`config.mk`:
```
export PLATFORM = sky130hd
export DESIGN_NAME = alu_muldiv
export DESIGN_NICKNAME = d
export VERILOG_FILES = /design/src/rtl/alu_muldiv.sv
export SDC_FILE = /design/constraint.sdc
export NUM_CORES = 1
export LEC_CHECK = 0
export CORE_AREA = 2 2 243 245
export DETAILED_ROUTE_END_ITERATION = 10
export DIE_AREA = 0 0 245 247
export SLEW_MARGIN = 10
export SYNTH_ARGS = -nofsm -noshare
export SYNTH_HDL_FRONTEND = slang
export SYNTH_SLANG_ARGS = --single-unit
```
`constraint.sdc`:
```
create_clock -name clk -period 6.94 [get_ports clk]
set_input_delay 1.735 -clock clk [delete_from_list [all_inputs] [get_ports clk]]
set_output_delay 1.735 -clock clk [all_outputs]
set_load 0.03 [all_outputs]
```
`src/rtl/alu_muldiv.sv`:
```
// MIPS-style ALU with an iterative multiplier/divider and architectural HI/LO.
// Single-cycle ops complete in one cycle; MULT/DIV variants take WIDTH steps.
//
// state  | meaning
// IDLE   | accepting requests, single-cycle ops complete here
// MUL    | shift-add multiply in progress, one step per cycle
// DIV    | restoring divide in progress, one step per cycle
// HALT   | HALT accepted, frozen until reset
module alu_muldiv #(
  parameter int WIDTH = 32,
  parameter int SHW   = $clog2(WIDTH)
) (
  input  logic             clk,
  input  logic             rst,
  input  logic             in_valid,
  output logic             in_ready,
  input  logic [5:0]       op_sel,
  input  logic [SHW-1:0]   shamt,
  input  logic [WIDTH-1:0] input1,
  input  logic [WIDTH-1:0] input2,
  output logic             out_valid,
  output logic [WIDTH-1:0] result,
  output logic [WIDTH-1:0] hi,
  output logic [WIDTH-1:0] lo,
  output logic             busy,
  output logic             halted
);

  localparam logic [5:0] OP_SLL   = 6'b000000;
  localparam logic [5:0] OP_SRL   = 6'b000010;
  localparam logic [5:0] OP_SRA   = 6'b000011;
  localparam logic [5:0] OP_MFHI  = 6'b010000;
  localparam logic [5:0] OP_MFLO  = 6'b010010;
  localparam logic [5:0] OP_MULT  = 6'b011000;
  localparam logic [5:0] OP_MULTU = 6'b011001;
  localparam logic [5:0] OP_DIV   = 6'b011010;
  localparam logic [5:0] OP_DIVU  = 6'b011011;
  localparam logic [5:0] OP_ADDU  = 6'b100001;
  localparam logic [5:0] OP_SUBU  = 6'b100011;
  localparam logic [5:0] OP_AND   = 6'b100100;
  localparam logic [5:0] OP_OR    = 6'b100101;
  localparam logic [5:0] OP_XOR   = 6'b100110;
  localparam logic [5:0] OP_SLT   = 6'b101010;
  localparam logic [5:0] OP_SLTU  = 6'b101011;
  localparam logic [5:0] OP_HALT  = 6'b111111;

  localparam logic [SHW-1:0] CNT_LAST = SHW'(WIDTH - 1);

  typedef enum logic [1:0] {S_IDLE, S_MUL, S_DIV, S_HALT} state_t;

  state_t               state_q, state_d;
  logic [SHW-1:0]       cnt_q, cnt_d;
  logic [2*WIDTH-1:0]   acc_q, acc_d;
  logic [WIDTH-1:0]     opb_q, opb_d;
  logic                 neg_q, neg_d;
  logic                 neg_rem_q, neg_rem_d;
  logic [WIDTH-1:0]     result_q, result_d;
  logic                 out_valid_q, out_valid_d;
  logic [WIDTH-1:0]     hi_q, hi_d;
  logic [WIDTH-1:0]     lo_q, lo_d;

  logic                 accept;
  logic                 signed_op, a_neg, b_neg;
  logic [WIDTH-1:0]     abs_a, abs_b;
  logic [WIDTH:0]       mul_sum;
  logic [2*WIDTH-1:0]   mul_next, prod_fin;
  logic [WIDTH:0]       div_shift, div_diff;
  logic [2*WIDTH-1:0]   div_next;
  logic [WIDTH-1:0]     quo_fin, rem_fin;

  assign accept = in_valid && (state_q == S_IDLE);

  // Operands are iterated as magnitudes; signs are reapplied at commit.
  always_comb begin
    signed_op = (op_sel == OP_MULT) || (op_sel == OP_DIV);
    a_neg     = signed_op && input1[WIDTH-1];
    b_neg     = signed_op && input2[WIDTH-1];
    abs_a     = a_neg ? -input1 : input1;
    abs_b     = b_neg ? -input2 : input2;

    mul_sum   = {1'b0, acc_q[2*WIDTH-1:WIDTH]} + (acc_q[0] ? {1'b0, opb_q} : '0);
    mul_next  = {mul_sum, acc_q[WIDTH-1:1]};
    prod_fin  = neg_q ? -mul_next : mul_next;

    // Remainder stays below the divisor, so the shifted value fits WIDTH+1 bits.
    div_shift = {acc_q[2*WIDTH-1:WIDTH], acc_q[WIDTH-1]};
    div_diff  = div_shift - {1'b0, opb_q};
    div_next  = div_diff[WIDTH] ? {div_shift[WIDTH-1:0], acc_q[WIDTH-2:0], 1'b0}
                                : {div_diff[WIDTH-1:0], acc_q[WIDTH-2:0], 1'b1};
    quo_fin   = neg_q ? -div_next[WIDTH-1:0] : div_next[WIDTH-1:0];
    rem_fin   = neg_rem_q ? -div_next[2*WIDTH-1:WIDTH] : div_next[2*WIDTH-1:WIDTH];
  end

  always_comb begin
    state_d     = state_q;
    cnt_d       = cnt_q;
    acc_d       = acc_q;
    opb_d       = opb_q;
    neg_d       = neg_q;
    neg_rem_d   = neg_rem_q;
    result_d    = result_q;
    out_valid_d = 1'b0;
    hi_d        = hi_q;
    lo_d        = lo_q;

    case (state_q)
      S_IDLE: begin
        if (accept) begin
          out_valid_d = 1'b1;
          case (op_sel)
            OP_ADDU: result_d = input1 + input2;
            OP_SUBU: result_d = input1 - input2;
            OP_AND:  result_d = input1 & input2;
            OP_OR:   result_d = input1 | input2;
            OP_XOR:  result_d = input1 ^ input2;
            OP_SLT:  result_d = {{(WIDTH-1){1'b0}}, ($signed(input1) < $signed(input2))};
            OP_SLTU: result_d = {{(WIDTH-1){1'b0}}, (input1 < input2)};
            OP_SLL:  result_d = input2 << shamt;
            OP_SRL:  result_d = input2 >> shamt;
            OP_SRA:  result_d = $signed(input2) >>> shamt;
            OP_MFHI: result_d = hi_q;
            OP_MFLO: result_d = lo_q;
            OP_MULT, OP_MULTU: begin
              out_valid_d = 1'b0;
              state_d     = S_MUL;
              cnt_d       = '0;
              acc_d       = {{WIDTH{1'b0}}, abs_a};
              opb_d       = abs_b;
              neg_d       = a_neg ^ b_neg;
            end
            OP_DIV, OP_DIVU: begin
              out_valid_d = 1'b0;
              state_d     = S_DIV;
              cnt_d       = '0;
              acc_d       = {{WIDTH{1'b0}}, abs_a};
              opb_d       = abs_b;
              // Divide-by-zero keeps the raw all-ones quotient.
              neg_d       = (a_neg ^ b_neg) && (|input2);
              neg_rem_d   = a_neg;
            end
            OP_HALT: begin
              out_valid_d = 1'b0;
              state_d     = S_HALT;
            end
            default: result_d = '0;
          endcase
        end
      end
      S_MUL: begin
        acc_d = mul_next;
        cnt_d = cnt_q + SHW'(1);
        if (cnt_q == CNT_LAST) begin
          state_d     = S_IDLE;
          cnt_d       = '0;
          hi_d        = prod_fin[2*WIDTH-1:WIDTH];
          lo_d        = prod_fin[WIDTH-1:0];
          result_d    = prod_fin[WIDTH-1:0];
          out_valid_d = 1'b1;
        end
      end
      S_DIV: begin
        acc_d = div_next;
        cnt_d = cnt_q + SHW'(1);
        if (cnt_q == CNT_LAST) begin
          state_d     = S_IDLE;
          cnt_d       = '0;
          hi_d        = rem_fin;
          lo_d        = quo_fin;
          result_d    = quo_fin;
          out_valid_d = 1'b1;
        end
      end
      S_HALT:  state_d = S_HALT;
      default: state_d = S_IDLE;
    endcase
  end

  always_ff @(posedge clk) begin
    if (rst) begin
      state_q     <= S_IDLE;
      cnt_q       <= '0;
      acc_q       <= '0;
      opb_q       <= '0;
      neg_q       <= 1'b0;
      neg_rem_q   <= 1'b0;
      result_q    <= '0;
      out_valid_q <= 1'b0;
      hi_q        <= '0;
      lo_q        <= '0;
    end else begin
      state_q     <= state_d;
      cnt_q       <= cnt_d;
      acc_q       <= acc_d;
      opb_q       <= opb_d;
      neg_q       <= neg_d;
      neg_rem_q   <= neg_rem_d;
      result_q    <= result_d;
      out_valid_q <= out_valid_d;
      hi_q        <= hi_d;
      lo_q        <= lo_d;
    end
  end

  assign in_ready  = (state_q == S_IDLE);
  assign busy      = (state_q == S_MUL) || (state_q == S_DIV);
  assign halted    = (state_q == S_HALT);
  assign out_valid = out_valid_q;
  assign result    = result_q;
  assign hi        = hi_q;
  assign lo        = lo_q;

endmodule

```
==> summary.txt <==
CTS tree: built
Clock Sinks: 202
flops & latches, synth: 202
CP Capture Type: register
Ys Warns: 0
Static Leak: 11.4 nW
Final HPWL DP: 105 mm
mean number of vias per cell: 6.76
syn avg cell area: 7.00 um^2
CP Max Fanout: 14
worst path bufs/invs: 2
nets@finish: 3989
routed vias: 30600
Routed wire per std cell: 29.6 um
post_cts resized: 0
cts bufs inserted: 25
Post-CTS Setup Bufs: 0
Core ar.: 58200 um^2
root buffer cell: clkbuf_16
slowest library cell on the worst path: or4_4
final hold vios: 0
worst skew pair latency: 0.58 ns
drt first pass iters: 6
std cell rows: 89
HP Class: reg2reg
Ports: 178
chip width: 245 um
fin crit period: 6.04 ns
Post-Syn Area: 26300 um^2
post-route ant nets: 0
Post-Syn Instances: 3755
initial antenna violation count: 7
DRC Markers: 0
# setup viols final: 0
crit path kind: reg2reg
die footprint: 60500 um^2
unrepaired setup endpoints after global routing: no
Die Y: 247 um
WP data required: 7.44 ns
Peak VDD IR: 306 uV
Worst EP arrival: 6.54 ns
Bufs on Longest Clock Path: 3
Slew @ Worst Pin: 1.22 ns
first-pass GRT wire length: 193 mm
share of layout cells above drive strength 1: 6.27%
Area Growth Syn to Fin: 11.4%
Util after Layout: 50.3%
Tot GR Track Use: 42.8%
crit-path cells: inv_1 > ha_1 > fa_1 > nand2b_1 > a21oi_2 > o32ai_4 > o31ai_1 > a21oi_1 > o211a_1 > or2_4 > o21ai_0 > ha_1 > inv_1 > or3_1 > nor4_1 > nand2_1 > mux2_2 > or4_4 > a211o_1 > a31oi_1
most frequent cells after synthesis: nor2_1, nand2_1, o21ai_0, a21oi_1, clkbuf_1
GRT overflow: 0
fin crit share: 87.1%
Power per Cell Area: 286 nW/um^2
post-synth net total: 4010
Final GP Congestion: 1.09
multi-input logic area: 20500 um^2
final WL: 134 mm
top cell type's share of synthesized area: 15.4%
delay-heaviest family, CP: compound AO/OA/AOI/OAI gates
Setup crit start kind: register
top-count cell post-synth: nor2_1
Max Cap Viol: 0
Post-synth top flop: dfxtp_1
Final Max Slew Viols: 0
Peak Freq: 166 MHz
Slew HR: 18.2%
Starting Density: 45.1%
sequential area share after synthesis: 15.4%
CTS clk-pin slew, worst paths: 0.06 ns
port buffer count: 177
setup TNS: 0 ns
CP max stage delay: 0.51 ns
Post-synth EDFFs: 0
Initial DRC Count: 4513
FFs w/ async S/R, synth: 0%
synth unique cells: 102
largest net degree at the start of global routing: 86
Post-CTS Hold Buffers: 0
H-tree level count: 1
Setup Skew: 0.0255 ns
top cells by area, synth: dfxtp_1, ha_1, o21ai_0
vias in the first global route: 28000
Filler cells: 5998
status: finished, final reports clean
Synth area leader: dfxtp_1
Reg area: 4050 um^2
## worst reg2reg max path, stage by stage, from the launching register on
cell and delay [ns]:
dfxtp_1 0.43, inv_1 0.12, ha_1 0.24, fa_1 0.42, nand2b_1 0.21, a21oi_2 0.19
o32ai_4 0.15, o31ai_1 0.44, a21oi_1 0.12, o211a_1 0.35, or2_4 0.35, o21ai_0 0.32
ha_1 0.26, inv_1 0.09, or3_1 0.35, nor4_1 0.43, nand2_1 0.15, mux2_2 0.39
or4_4 0.51, a211o_1 0.30, a31oi_1 0.15
## metal layers
| metal | track usage (%) | wire (um) | up-vias |
|---|---|---|---|
| li1 | - | - | 13700 |
| met1 | 53.7 | 51800 | 14500 |
| met2 | 67.3 | 58200 | 1961 |
| met3 | 9.34 | 14400 | 422 |
| met4 | 25.6 | 9600 | 4 |
| met5 | 0 | 22 | - |
## registers in the layout, indices dropped and copies added, names as in the netlist, 2 cells and up
register,count
lo,32
state_q,2
hi,32
result,32
cnt_q,5
opb_q,32
acc_q,64
## worst paths after layout
check / cells past startpoint / end / slack, ns / start
max: 20 / hi[28] / 0.90 / acc_q[31]
max reg2reg: 20 / hi[28] / 0.90 / acc_q[31]
min: 2 / opb_q[0] / 0.49 / opb_q[0]
min reg2reg: 2 / opb_q[0] / 0.49 / opb_q[0]
## metrics by stage
| step | instances | total power [mW] | hold slack, ns | setup slack [ns] | instance area [um^2] |
|---|---|---|---|---|---|
| after global routing | 4520 | 8.69 | 0.510 | 0.452 | 29300 |
| after global placement | 4480 | 6.87 | 0.472 | 0.886 | 28500 |
| final | 4524 | 8.36 | 0.490 | 0.898 | 29300 |
| after detailed placement | 4480 | 6.85 | 0.480 | 0.807 | 28500 |
| after CTS | 4520 | 8.16 | 0.487 | 0.934 | 29300 |
| after floorplan | 3755 | 5.07 | 0.448 | 1.26 | 26300 |
## report_power, final
part / switching (mW) / internal [mW] / total (mW)
Combinational: 3.67 / 1.69 / 5.36
Sequential: 0.335 / 1.34 / 1.67
Clock: 0.595 / 0.730 / 1.32
Total: 4.60 / 3.76 / 8.36
## logic make-up after synthesis
kind of cell | after synthesis | share of synthesized area (%)
AOI/OAI and AO/OA | 1321 | 33.0
DFF | 202 | 15.4
adders and majority gates | 177 | 8.54
muxes | 193 | 8.16
xor gates and xnor gates | 234 | 7.80
and+or+nand+nor | 1159 | 20.3
buffers and inverters | 469 | 6.87
## area by class of cell
| class | instances | area share [%] |
|---|---|---|
| tap | 773 | 3.30 |
| sequential | 202 | 13.8 |
| inverter | 169 | 2.17 |
| clock inverter | 8 | 0.299 |
| multi-input combinational | 3084 | 70.1 |
| antenna | 4 | 0.0342 |
| clock buffer | 32 | 2.33 |
| timing repair buffer | 252 | 7.93 |
## placed cells by master (no fill, tap or decap), drive strengths merged, types with 39 or more instances in the layout
cell           instances
buf                   82
a22oi                 58
xor2                  79
mux2i                153
clkdlybuf4s50        170
o211ai                41
a211o                 39
a221oi                46
o21ai                332
dfxtp                202
nor3                  81
a21oi                312
a21o                  43
nor2                 384
o31ai                 48
o22ai                 55
or3                   44
xnor2                155
ha                   173
a31oi                 46
a211oi                79
inv                  171
nand3                 70
nand2                373
Power figures use the tool's default switching activity.
